### config.mk
export PLATFORM = sky130hd
export DESIGN_NAME = shared_reg_arb
export DESIGN_NICKNAME = d
export VERILOG_FILES = /design/src/rtl/shared_reg_arb_pkg.sv /design/src/rtl/shared_reg_arb_rr_pick4.sv /design/src/rtl/shared_reg_arb.sv
export SDC_FILE = /design/constraint.sdc
export NUM_CORES = 1
export LEC_CHECK = 0
export CAP_MARGIN = 20
export CORE_MARGIN = 2
export CORE_UTILIZATION = 35
export DETAILED_ROUTE_END_ITERATION = 10
export PLACE_DENSITY = 0.61
export SLEW_MARGIN = 0
export SYNTH_ARGS = -nofsm -noshare
export SYNTH_HDL_FRONTEND = slang
export SYNTH_HIERARCHICAL = 1
export SYNTH_SLANG_ARGS = --single-unit
### constraint.sdc
create_clock -name CLK -period 5 [get_ports CLK]
set_clock_uncertainty 0.2 [all_clocks]
set_input_delay 1.25 -clock CLK [delete_from_list [all_inputs] [get_ports CLK]]
set_output_delay 1.25 -clock CLK [all_outputs]
set_load 0.02 [all_outputs]
### src/rtl/shared_reg_arb_pkg.sv
// Shared definitions for the round-robin arbitrated shared register.
package shared_reg_arb_pkg;

    // Two-state write handshake: IDLE accepts a request, ACK holds the pulse for one cycle.
    typedef enum logic {
        ST_IDLE = 1'b0,
        ST_ACK  = 1'b1
    } state_t;

    localparam int NREQ   = 4;
    localparam int WCNT_W = 8;
    localparam int IDX_W  = 2;

    // One-hot decode of a requester index.
    function automatic logic [NREQ-1:0] onehot4(input logic [IDX_W-1:0] idx);
        logic [NREQ-1:0] v;
        v      = '0;
        v[idx] = 1'b1;
        return v;
    endfunction

endpackage

### src/rtl/shared_reg_arb_rr_pick4.sv
// Combinational round-robin picker: searches upward from (last+1) mod 4 with wrap.
module rr_pick4
    import shared_reg_arb_pkg::*;
(
    input  logic [NREQ-1:0]  req,
    input  logic [IDX_W-1:0] last,
    output logic             valid,
    output logic [IDX_W-1:0] idx
);

    // Candidate k is the k-th index in priority order after the last winner.
    logic [IDX_W-1:0] cand [NREQ];

    genvar gi;
    generate
        for (gi = 0; gi < NREQ; gi++) begin : g_cand
            assign cand[gi] = last + IDX_W'(gi + 1);
        end
    endgenerate

    // Scan lowest priority first so the highest-priority requester overwrites.
    always_comb begin
        valid = 1'b0;
        idx   = '0;
        for (int k = NREQ - 1; k >= 0; k--) begin
            if (req[cand[k]]) begin
                valid = 1'b1;
                idx   = cand[k];
            end
        end
    end

endmodule

### src/rtl/shared_reg_arb.sv
// Four-requester shared register with round-robin write arbitration,
// one-cycle ACK pulse, synchronous clear and a wrapping write counter.
module shared_reg_arb
    import shared_reg_arb_pkg::*;
#(
    parameter int               width = 1,
    parameter logic [width-1:0] init  = '0
) (
    input  logic                   CLK,
    input  logic                   RST_N,
    input  logic [NREQ-1:0]        REQ,
    input  logic [NREQ*width-1:0]  D_IN,
    input  logic                   CLR,
    output logic [NREQ-1:0]        ACK,
    output logic                   BUSY,
    output logic [width-1:0]       Q_OUT,
    output logic [WCNT_W-1:0]      WCNT
);

    state_t             state_reg, state_next;
    logic [IDX_W-1:0]   last_reg;
    logic [NREQ-1:0]    ack_reg;
    logic [WCNT_W-1:0]  wcnt_reg;
    logic [width-1:0]   q_reg;

    logic               pick_valid;
    logic [IDX_W-1:0]   pick_idx;
    logic               grant;
    logic               q_en;
    logic [width-1:0]   q_d;

    rr_pick4 u_pick (
        .req   (REQ),
        .last  (last_reg),
        .valid (pick_valid),
        .idx   (pick_idx)
    );

    // Next-state logic: grant only from IDLE, and clear takes precedence over a request.
    always_comb begin
        state_next = state_reg;
        grant      = 1'b0;
        case (state_reg)
            ST_IDLE: begin
                if (!CLR && pick_valid) begin
                    grant      = 1'b1;
                    state_next = ST_ACK;
                end
            end
            ST_ACK: begin
                state_next = ST_IDLE;
            end
            default: begin
                state_next = ST_IDLE;
            end
        endcase
    end

    // FSM state, last winner and the registered ACK pulse.
    always_ff @(posedge CLK or negedge RST_N) begin
        if (!RST_N) begin
            state_reg <= ST_IDLE;
            last_reg  <= IDX_W'(NREQ - 1);
            ack_reg   <= '0;
        end else begin
            state_reg <= state_next;
            ack_reg   <= grant ? onehot4(pick_idx) : '0;
            if (grant) begin
                last_reg <= pick_idx;
            end
        end
    end

    // Register load source: clear value wins over winner data.
    assign q_en = CLR | grant;
    assign q_d  = CLR ? init : D_IN[pick_idx*width +: width];

    // Shared register storage: asynchronous reset plus load enable.
    always @(posedge CLK or negedge RST_N) begin
        if (!RST_N) begin
            q_reg <= init;
        end else if (q_en) begin
            q_reg <= q_d;
        end
    end

    // Completed-write counter; wraps naturally and is untouched by clear.
    always @(posedge CLK or negedge RST_N) begin
        if (!RST_N) begin
            wcnt_reg <= '0;
        end else if (grant) begin
            wcnt_reg <= wcnt_reg + 8'd1;
        end
    end

`ifndef BSV_NO_INITIAL_BLOCKS
    // Simulation-only power-up pattern so un-reset state is recognisable.
    initial begin
        for (int i = 0; i < width; i++) begin
            q_reg[i] = (i % 2) == 1;
        end
        wcnt_reg = 8'hAA;
    end
`endif

    assign ACK   = ack_reg;
    assign BUSY  = (state_reg == ST_ACK);
    assign Q_OUT = q_reg;
    assign WCNT  = wcnt_reg;

endmodule

; After elaboration in Yosys (flattened, before gate mapping)
; Cells that the tools add are included.
[totals]
reg_bits = 16
input_bits = 11
output_inout_bits = 14
elab_cells = 44
[op_classes]
add_sub_neg = 4
magnitude_cmp = 6
shift = 1
mux = 23
bitwise = 2
n_reduce_logical = 3
[ops]
columns = cell, n
row1 = $lt 2x3->1 const B, 5
row2 = $mux 1, 12
row3 = $add 8x1->8 const B, 1
row4 = $bmux 1 s2, 4
row5 = $mux 2, 4
row6 = $add 2x2->2 const B, 2
row7 = $mux 4, 1
row8 = $shiftx 4x3->1, 1
row9 = $add 2x1->2 const B, 1
row10 = $demux 1 s2, 1
row11 = $ge 2x1->1 const B, 1
row12 = $logic_and 1x1->1, 2
row13 = $pmux 1 s2, 1
row14 = $logic_not 1->1, 1
row15 = $not 1->1, 1
row16 = $or 1x1->1, 1

; Depth between registers and ports, before layout
; Gate-level depths: netlist of the first run.
[depth]
ltp_word = 11
ltp_mapped = 7
ltp_nobuf = 6

; Modules after synthesis
; The synthesis of the first run kept the hierarchy.
[by_module_without_submodules]
columns = module, n_inst, cells_per_inst, area_each_um2, seq_area_each_um2
row1 = shared_reg_arb, 1, 54, 678.2, 402.9
row2 = rr_pick4, 1, 14, 91.3, 0.0

; Least setup slack after synthesis of the first run
; No wires, ideal clock.
[synth_path]
kind = input -> register
from = input REQ[2]
to = register q_reg, in the netlist Q_OUT
setup_time_ns = 0.118
arrival_time_ns = 2.438
required_time_ns = 4.682
path_slack_ns = 2.243
cell_stages = 6
n_path_buf = 0
path_cell_list = and2b_1 > a21oi_2 > o221ai_2 > mux4_2 > mux2i_1 > nor2_1
[synth_between]
word_cells_on_any_way = 22
classes_between = shift (1) / mux (19) / bitwise (1) / reduce/logical (1)
[synth_lines]
columns = item, line
row1 = "start, declared", shared_reg_arb.sv:11  ; input logic [NREQ-1:0] REQ,
row2 = $bmux 1 s2, shared_reg_arb_rr_pick4.sv:26  ; if (req[cand[k]]) begin
row3 = $mux 1 (not written as such), shared_reg_arb_rr_pick4.sv:26
row4 = $mux 2 (3 in a row), shared_reg_arb_rr_pick4.sv:26
row5 = $mux 2 (*), shared_reg_arb_rr_pick4.sv:26
row6 = net pick_idx[0], shared_reg_arb.sv:27  ; logic [IDX_W-1:0] pick_idx;
row7 = $shiftx 4x3->1 (*), shared_reg_arb.sv:76  ; assign q_d = CLR ? init : D_IN[pick_idx*width +: width];
row8 = $mux 1 (*), shared_reg_arb.sv:76
row9 = "end signal, assigned", shared_reg_arb.sv:81  ; q_reg <= init;
row10 = "end signal, assigned", shared_reg_arb.sv:83  ; q_reg <= q_d;
row11 = "end, declared", shared_reg_arb.sv:24  ; logic [width-1:0] q_reg;
; The timed path passes the listed nets; every way through them passes the cells marked *. The select of a mux whose other input is x is not followed.
; A chain may end at the register's enable or synchronous reset.

; Worst setup path in the final report of the first run
[layout_path]
from = input REQ[3]
to = register q_reg, in the netlist Q_OUT
; Same word-level chain as after synthesis.

==> flow_summary_export.csv, run 1 <==
group,metric,value,unit
timing,holdWs,0.282,ns
critical_path,critical_path_required,4.98,ns
clocking,hold_buffers,0,
synthesis,synthSimpleGateAreaFrac,24.2,%
detailed_routing,drc,0,
power_and_ir_drop,internal_power,301,uW
clocking,ctsResizeCount,0,
die,die_h,50.9,um
power_and_ir_drop,p_sw_share,37.6,%
detailed_routing,vias_per_cell,4.77,
critical_path,worstPathMaxFanout,6,
synthesis,syn_avg_cell_area,11.3,um^2
clocking,cts.sinks,16,
synthesis,synth_fa_ha_area_share,1.63,%
cells_and_area,final_util,52.4,%
synthesis,synth_xor_area_share,7.97,%
timing,setup-violations-final,0,
timing,rsz0062_at_grt,"no",
synthesis,synth_ff_type,"dfrtp_1",
worst_hold_path,hold_path_class,"register to register",
synthesis,yosys.area.top_type_share,45.5,%
global_route,overflow,0,
power_and_ir_drop,p_per_area,455,mW/mm^2
cells_and_area,largest_reg_flops,8,
synthesis,synth_edf_count,0,
timing,hold_violations,0,
clocking,htree_levels,1,
timing,timing.final.crit_period,3.06,ns
power_and_ir_drop,clockPowerShare,14.8,%
synthesis,synthMuxAreaShare,5.53,%
synthesis,synth_top_family_by_area,"simple AND/OR/NAND/NOR gates",
clocking,root_buffer,"clkbuf_4",
job,drv_cap,0,
power_and_ir_drop,combinationalPowerShare,41.4,%
global_route,grt_max_degree,17,
critical_path,startpoint_type,"input pin",
synthesis,synth.top_cells.by_count,"dfrtp_1 (14), nand2_1 (12), nor2_1 (5)",
place,placed_cells,118,
cells_and_area,area_delta_synth_final,37.6,%
power_and_ir_drop,ir_worst_vdd,0.259,mV
timing,relSlewSlack,54.3,%
clocking,clk_latency,0.28,ns
power_and_ir_drop,power_frac_seq,43.9,%
power_and_ir_drop,power.switching,181,uW
critical_path,cp_data_arrival_time,3.03,ns
detailed_routing,drt-total-wl,1440,um
synthesis,ys_warn_count,6,
clocking,cts_tree,"done",
timing,setup_tns,0,ns
clocking,cts_buffers,3,
cells_and_area,layout.cells.non_filler,122,
worst_hold_path,min-delay-start,"WCNT[7]$_DFFE_PN0P_",
detailed_routing,routedWlPerCell,11.8,um
die,die_width,50.9,um
critical_path,r2r-start,"last_reg[1]$_DFFE_PN1P_",
die,start_util,38.1,%
die,coreArea,0.00202,mm^2
timing,fmax,0.327,GHz
synthesis,synth_most_common_cell,"dfrtp_1",
clocking,cts_buffer_depth,2,
die,num_rows,16,
synthesis,synth-compound-area-share,5.20,%
global_route,grt_pass1_vias,557,
cells_and_area,drive_gt1_share,11.6,%
critical_path,endpoint_kind,"register",
place,pre_cts_ws,1.64,ns
cells_and_area,num-nets-final,108,
synthesis,synth_top_area_cell,"dfrtp_1",
detailed_routing,ant_nets,0,
synthesis,synth-async-reset-ratio,100,%
critical_path,crit_start,"REQ[3]",
timing,tightest_slew,0.683,ns
die,io_pins,25,
place,gp_congestion,0.792,
synthesis,synthesis.nets,80,
cells_and_area,fillCellCount,185,
global_route,grt_use_total,12.8,%
timing,min_period_over_period,61.1,%
cells_and_area,diodes,0,
detailed_routing,drt_iter0_drc,8,
timing,maxSlewViolCount,0,
global_route,antenna_found_initial,0,
synthesis,ys_types,26,
clocking,clk_pin_slew,0.10,ns
place,portBuffers,24,
synthesis,synth-seq-cells,16,
timing,worst_slack,1.94,ns
run_status,status,"complete, no violations",
synthesis,syn_inst,68,
synthesis,synth_area,769,um^2
detailed_routing,dr.pass1.iters,4,
clocking,cts_setup_buffers,0,
detailed_routing,vias,582,
die,die_area,0.00259,mm^2
synthesis,yosysSeqAreaShare,52.4,%
critical_path,crit_type,"input pin to register",
global_route,grt_pass1_wl,2430,um
power_and_ir_drop,leakage,0.468,nW
synthesis,synth_area_leaders,"dfrtp_1 (46%), dfstp_2 (6.8%), nand2_1 (5.9%)",
area by class of cell:
class / count / area [um^2] / share of cell area, %
Clock buffer: 4 / 26.3 / 2.48
Sequential cell: 16 / 403 / 38.1
Inverter: 2 / 12.5 / 1.18
Multi-Input combinational cell: 49 / 343 / 32.4
Timing Repair Buffer: 24 / 240 / 22.7
Tap cell: 27 / 33.8 / 3.19
placed cells by master, fill, tap and decap left out, types with 2 or more instances in the layout:
| cell | n |
|---|---|
| clkdlybuf4s50_1 | 24 |
| nor2_1 | 5 |
| dfrtp_1 | 14 |
| nand2_1 | 12 |
| and3_1 | 2 |
| a21oi_1 | 2 |
| nand4_1 | 3 |
| xnor2_1 | 4 |
| mux2i_1 | 2 |
| clkbuf_4 | 3 |
| nand2b_1 | 3 |
| dfstp_2 | 2 |
| xor2_1 | 3 |
| nor3_4 | 2 |
through the flow:
stage	power, mW	cell area [um^2]
after floorplan	0.322	769
after global placement	0.412	1030
after detailed placement	0.416	1030
after CTS	0.488	1060
after global routing	0.516	1060
final	0.482	1060
worst paths after layout:
| path | endpoint | slack (ns) | cells after the start |
|---|---|---|---|
| worst max-delay path | Q_OUT$_DFFE_PN0P_ | 1.94 | 7 |
| worst min-delay path | WCNT[7]$_DFFE_PN0P_ | 0.28 | 1 |
| worst max register to register | Q_OUT$_DFFE_PN0P_ | 2.87 | 6 |
| worst min register to register | WCNT[7]$_DFFE_PN0P_ | 0.28 | 1 |
| max in group asynchronous | BUSY$_DFF_PN0_ | 2.99 | 1 |
| min in group asynchronous | WCNT[5]$_DFFE_PN0P_ | 1.17 | 1 |
worst max-delay path: stages:
cell             delay (ns)
clkdlybuf4s50_1        0.52
and2b_1                0.17
a21oi_2                0.04
o221ai_2               0.31
mux4_2                 0.54
mux2i_1                0.14
nor2_1                 0.05
logic make-up after synthesis:
family / Yosys count
AND/OR/NAND/NOR: 33
flip-flops: 16
XOR/XNOR: 7
AO/OA/AOI/OAI: 5
buffers and inverters: 3
multiplexers: 3
adder cells (fa/ha/maj): 1
power groups by stage:
stage	clock, mW	combinational (mW)	sequential (mW)
3_3_place_gp	0	0.199	0.214
5_1_grt	0.0802	0.216	0.220
4_1_cts	0.0740	0.202	0.212
6_report	0.0711	0.199	0.211
3_5_place_dp	0	0.202	0.215
2_1_floorplan	0	0.0741	0.248
routing by layer:
layer | routed length (um) | track usage, % | share of wire (%) | vias to the layer above
li1 | - | - | - | 290
met1 | 654 | 16.6 | 45 | 282
met2 | 733 | 20.8 | 51 | 8
met3 | 37 | 1.75 | 2.6 | 2
met4 | 15 | 6.76 | 1.0 | 0
met5 | 0 | 0 | 0 | -
Note: power is estimated with default switching activity, not from simulation.
==> inputs of run 2 (changes only) <==
--- a/config.mk
+++ b/config.mk
@@ -9,7 +9,7 @@
 export CORE_MARGIN = 2
 export CORE_UTILIZATION = 35
 export DETAILED_ROUTE_END_ITERATION = 10
-export PLACE_DENSITY = 0.61
+export PLACE_DENSITY = 0.63
 export SLEW_MARGIN = 0
 export SYNTH_ARGS = -nofsm -noshare
 export SYNTH_HDL_FRONTEND = slang
==> constraint.sdc (replaced) <==
create_clock -name CLK -period 2.7 [get_ports CLK]
set_clock_uncertainty 0.2 [all_clocks]
set_input_delay 0.675 -clock CLK [delete_from_list [all_inputs] [get_ports CLK]]
set_output_delay 0.675 -clock CLK [all_outputs]
set_load 0.02 [all_outputs]
==> run 2 against run 1 <==
Net effect: register-to-register slack worse by 2.2 ns; sequential cell count unchanged; worst setup slack worse by 1.6 ns; die area unchanged; critical path depth did not move; core utilization increased by 1.6 points; cell count grew 2.5%; worst hold slack got worse by 0.013 ns; critical path type unchanged; critical endpoint unchanged; largest cell class unchanged; largest power group unchanged; highest routed layer unchanged.
==> flow_summary_export.csv, run 2 (synthesized netlist as in run 1, its figures left out) <==
group,metric,value,unit
run_status,status,"complete, no violations",
power_and_ir_drop,p_per_area,848,mW/mm^2
global_route,grt_pass1_wl,2370,um
clocking,hold_buffers,0,
die,die_h,50.9,um
cells_and_area,num-nets-final,111,
critical_path,rrSetupSlack,0.69,ns
timing,holdWs,0.269,ns
timing,timing.final.crit_period,2.36,ns
global_route,grt_max_degree,17,
clocking,clk_latency,0.28,ns
critical_path,cpPeakStageDelay,0.52,ns
detailed_routing,dr.pass1.iters,2,
critical_path,reg2reg_to,"Q_OUT$_DFFE_PN0P_",
clocking,cts_buffer_depth,2,
worst_hold_path,hold_depth,1,
global_route,antenna_found_initial,0,
timing,maxSlewViolCount,0,
place,gp_congestion,0.743,
critical_path,critical_path_required,2.68,ns
critical_path,worstRegToRegCells,6,
cells_and_area,area_delta_synth_final,41.8,%
place,dpl.hpwl,1130,um
critical_path,worstPathMaxFanout,4,
job,drv_cap,0,
critical_path,critPathSlowestCell,"mux4_2",
clocking,htree_levels,1,
cells_and_area,diodes,0,
die,die_width,50.9,um
die,num_rows,16,
cells_and_area,drive_gt1_share,15.3,%
clocking,ctsResizeCount,0,
cells_and_area,mostFrequentLayoutCells,"clkdlybuf4s50_1 (24), dfrtp_1 (14), nand2_1 (12)",
critical_path,startpoint_type,"input pin",
timing,hold_violations,0,
cells_and_area,final_common_cell,"clkdlybuf4s50_1",
clocking,cts_buffers,3,
power_and_ir_drop,ir_worst_vdd,0.509,mV
detailed_routing,routedWlPerCell,11.0,um
cells_and_area,multi_input_area,343,um^2
detailed_routing,ant_nets,0,
detailed_routing,vias_per_cell,4.53,
power_and_ir_drop,leakage,0.488,nW
timing,rsz0062_at_grt,"no",
timing,tightest_slew,0.688,ns
place,portBuffers,24,
detailed_routing,drc,0,
timing,min_period_over_period,87.3,%
timing,fmax,0.424,GHz
global_route,grt_pass1_vias,529,
cells_and_area,final_util,54.0,%
clocking,root_buffer,"clkbuf_4",
critical_path,crit_type,"input pin to register",
timing,setup_tns,0,ns
global_route,grt_use_total,12.5,%
clocking,clk_pin_slew,0.09,ns
timing,setup-violations-final,0,
detailed_routing,drt-total-wl,1380,um
cells_and_area,largest_reg_flops,8,
worst_hold_path,min-delay-start,"WCNT[7]$_DFFE_PN0P_",
critical_path,r2r-start,"last_reg[1]$_DFFE_PN1P_",
critical_path,critical_path.cell_chain,"clkdlybuf4s50_1 > and2b_1 > a21oi_2 > o221ai_2 > mux4_2 > mux2i_1 > nor2_1",
clocking,cts_setup_buffers,0,
global_route,overflow,0,
die,coreArea,0.00202,mm^2
cells_and_area,seq_area,403,um^2
detailed_routing,vias,566,
cells_and_area,fillCellCount,197,
die,die_area,0.00259,mm^2
timing,relSlewSlack,54.0,%
critical_path,cp_data_arrival_time,2.34,ns
worst_hold_path,hold_path_class,"register to register",
die,io_pins,25,
critical_path,endpoint_kind,"register",
worst_hold_path,hold_path_end,"WCNT[7]$_DFFE_PN0P_",
clocking,cts_tree,"done",
die,start_util,38.1,%
clocking,cts.sinks,16,
detailed_routing,drt_iter0_drc,6,
## run 2: cell type report
type	count	area share, %
multi-input combinational	49	31.4
clock buffer	4	3.33
inverter	2	1.15
timing repair buffer	27	24.1
tap	27	3.10
sequential	16	36.9
## run 2: metal layers
metal | global-route usage, % | vias up | share of wire (%)
met5 | 0 | - | 0
met4 | 2.70 | 0 | 1.1
met2 | 22.1 | 13 | 49
met3 | 5.26 | 2 | 4.8
li1 | - | 294 | -
met1 | 14.0 | 257 | 45
## run 2: worst max-delay path, delay by kind of cell
| family | cells | cell delay [ns] |
|---|---|---|
| compound gates | 2 | 0.26 |
| buf+inv | 1 | 0.51 |
| mux | 2 | 0.66 |
| simple gates | 2 | 0.23 |
## run 2: stage by stage
stage / instances / total power [mW] / worst slack (ns) / area (um^2)
floorplan: 68 / 0.596 / 0.518 / 769
global placement: 121 / 0.779 / 0.0446 / 1050
detailed placement: 121 / 0.783 / 0.0149 / 1050
CTS: 125 / 0.939 / 0.328 / 1090
global route: 125 / 0.993 / 0.266 / 1090
finish: 125 / 0.926 / 0.343 / 1090
## run 2: worst max path at each step
stage | startpoint | end | slack [ns] | depth (start not counted)
global route | REQ[3] | Q_OUT$_DFFE_PN0P_ | 0.27 | 7
global placement | REQ[3] | Q_OUT$_DFFE_PN0P_ | 0.04 | 7
CTS | REQ[3] | Q_OUT$_DFFE_PN0P_ | 0.33 | 7
finish | REQ[3] | Q_OUT$_DFFE_PN0P_ | 0.34 | 7
detailed placement | REQ[3] | Q_OUT$_DFFE_PN0P_ | 0.01 | 7
floorplan | REQ[2] | Q_OUT$_DFFE_PN0P_ | 0.52 | 6
## run 2: power breakdown
part	switching (mW)	internal (mW)
sequential	0.0791	0.313
combinational	0.184	0.196
clock	0.0713	0.0820
total	0.334	0.591
==> inputs of run 3 (changes only) <==
--- a/config.mk
+++ b/config.mk
@@ -7,9 +7,9 @@
 export LEC_CHECK = 0
 export CAP_MARGIN = 20
 export CORE_MARGIN = 2
-export CORE_UTILIZATION = 35
+export CORE_UTILIZATION = 39
 export DETAILED_ROUTE_END_ITERATION = 10
-export PLACE_DENSITY = 0.63
+export PLACE_DENSITY = 0.69
 export SLEW_MARGIN = 0
 export SYNTH_ARGS = -nofsm -noshare
 export SYNTH_HDL_FRONTEND = slang
==> run 3 against run 2 <==
Net effect: sequential share of layout area is the same; fmax fell by 0.21%; critical path depth unchanged; largest power group unchanged; highest routed layer unchanged.
==> flow_summary_export.csv, run 3 (synthesized netlist as in run 1, its figures left out) <==
group,metric,value,unit
critical_path,worstRegToRegCells,6,
place,gp_congestion,0.729,
detailed_routing,ant_nets,0,
global_route,grt_max_degree,17,
detailed_routing,wl_met2,689,um
critical_path,worstPathMaxFanout,4,
cells_and_area,multi_input_area,343,um^2
cells_and_area,final_area,0.00109,mm^2
critical_path,r2r-start,"last_reg[1]$_DFFE_PN1P_",
timing,maxSlewViolCount,0,
detailed_routing,dr.max_layer_used,"met4",
cells_and_area,layout.cells.non_filler,125,
timing,relSlewSlack,52.9,%
timing,setup-violations-final,0,
critical_path,reg2reg_to,"Q_OUT$_DFFE_PN0P_",
global_route,grt_use_total,15.0,%
global_route,overflow,0,
timing,rsz0062_at_grt,"no",
place,portBuffers,24,
power_and_ir_drop,p_total,936,uW
cells_and_area,largest_reg_flops,8,
clocking,clk_latency,0.28,ns
cells_and_area,seq_area,403,um^2
worst_hold_path,hold_depth,1,
cells_and_area,final_common_cell,"clkdlybuf4s50_1",
global_route,antenna_found_initial,0,
timing,min_period_over_period,87.5,%
timing,fmax,0.423,GHz
place,dpl.hpwl,1090,um
power_and_ir_drop,p_per_area,858,mW/mm^2
die,coreArea,0.00190,mm^2
place,placed_area,0.00105,mm^2
clocking,cts_buffers,3,
clocking,cts_setup_buffers,0,
critical_path,cp_top_family,"multiplexers",
global_route,grt_pass1_wl,2720,um
critical_path,rrSetupSlack,0.69,ns
cells_and_area,diodes,0,
clocking,hold_buffers,0,
die,die_width,48.4,um
timing,holdWs,0.272,ns
clocking,cts_buffer_depth,2,
die,num_rows,16,
critical_path,cpPeakStageDelay,0.52,ns
die,io_pins,25,
critical_path,endpoint_kind,"register",
detailed_routing,dr.pass1.iters,4,
timing,hold_violations,0,
run_status,status,"complete, no violations",
detailed_routing,wl_met3,64,um
worst_hold_path,min-delay-start,"WCNT[7]$_DFFE_PN0P_",
detailed_routing,routedWlPerCell,12.0,um
timing,setup_tns,0,ns
cells_and_area,drive_gt1_share,15.3,%
clocking,clk_pin_slew,0.10,ns
timing,tightest_slew,0.704,ns
critical_path,critical_path.cell_chain,"clkdlybuf4s50_1 > and2b_1 > a21oi_2 > o221ai_2 > mux4_2 > mux2i_1 > nor2_1",
timing,timing.final.crit_period,2.36,ns
clocking,ctsResizeCount,0,
detailed_routing,vias,592,
cells_and_area,area_delta_synth_final,41.8,%
detailed_routing,drt_iter0_drc,8,
detailed_routing,wl_met1,728,um
critical_path,cp_data_arrival_time,2.35,ns
clocking,root_buffer,"clkbuf_4",
power_and_ir_drop,ir_worst_vdd,0.488,mV
critical_path,startpoint_type,"input pin",
power_and_ir_drop,leakage,0.488,nW
detailed_routing,drc,0,
die,die_area,0.00234,mm^2
detailed_routing,drt-total-wl,1500,um
clocking,cts_tree,"done",
global_route,grt_pass1_vias,614,
cells_and_area,mostFrequentLayoutCells,"clkdlybuf4s50_1 (24), dfrtp_1 (14), nand2_1 (12)",
die,die_h,48.4,um
cells_and_area,fillCellCount,170,
critical_path,crit_type,"input pin to register",
die,start_util,40.5,%
place,placed_cells,121,
clocking,cts.sinks,16,
cells_and_area,num-nets-final,111,
detailed_routing,vias_per_cell,4.74,
worst_hold_path,hold_path_class,"register to register",
critical_path,path_buf_inv,1,
job,drv_cap,0,
critical_path,critical_path_required,2.68,ns
clocking,htree_levels,1,
worst_hold_path,hold_path_end,"WCNT[7]$_DFFE_PN0P_",
critical_path,critPathSlowestCell,"clkdlybuf4s50_1",
[run 3: cell counts in the layout (fill, tap and decap cells not counted)]
No cell type changed its count.
[run 3: routing by layer]
metal,vias up,global-route usage [%]
met5,-,0
met4,0,8.57
met3,2,4.01
met2,12,23.1
met1,282,19.1
li1,296,-
[run 3: how the worst max path moves through the flow]
stage                      start           endpoint  slack, ns  depth (start not counted)
after floorplan           REQ[2]  Q_OUT$_DFFE_PN0P_       0.52                          6
after detailed placement  REQ[3]  Q_OUT$_DFFE_PN0P_       0.03                          7
after CTS                 REQ[3]  Q_OUT$_DFFE_PN0P_       0.34                          7
after global routing      REQ[3]  Q_OUT$_DFFE_PN0P_       0.26                          7
after global placement    REQ[3]  Q_OUT$_DFFE_PN0P_       0.09                          7
final                     REQ[3]  Q_OUT$_DFFE_PN0P_       0.34                          7
[run 3: per-stage QoR]
| stage | util, % | worst slack, ns |
|---|---|---|
| finish | 57.4 | 0.338 |
| global route | 57.4 | 0.260 |
| CTS | 57.4 | 0.337 |
| detailed placement | 55.5 | 0.0347 |
| global placement | 55.5 | 0.0925 |
| floorplan | - | 0.518 |
[run 3: where the power goes]
group	internal, mW	switching (mW)	total, mW
clock network	0.0820	0.0770	0.159
logic	0.196	0.185	0.382
registers	0.313	0.0832	0.396
[run 3: worst register-to-register path: cells and delay by family (launching register included)]
family | cells | cell delay (ns)
flops | 1 | 0.59
mux | 2 | 0.66
simple gates | 2 | 0.18
compound gates | 2 | 0.27
[run 3: area by class of cell]
cell class	instances	area share, %
flip-flops and latches	16	36.9
multi-input cells	49	31.4
repair buffers	27	24.1
clock buffers	4	3.33
well taps	27	3.10
inverters	2	1.15
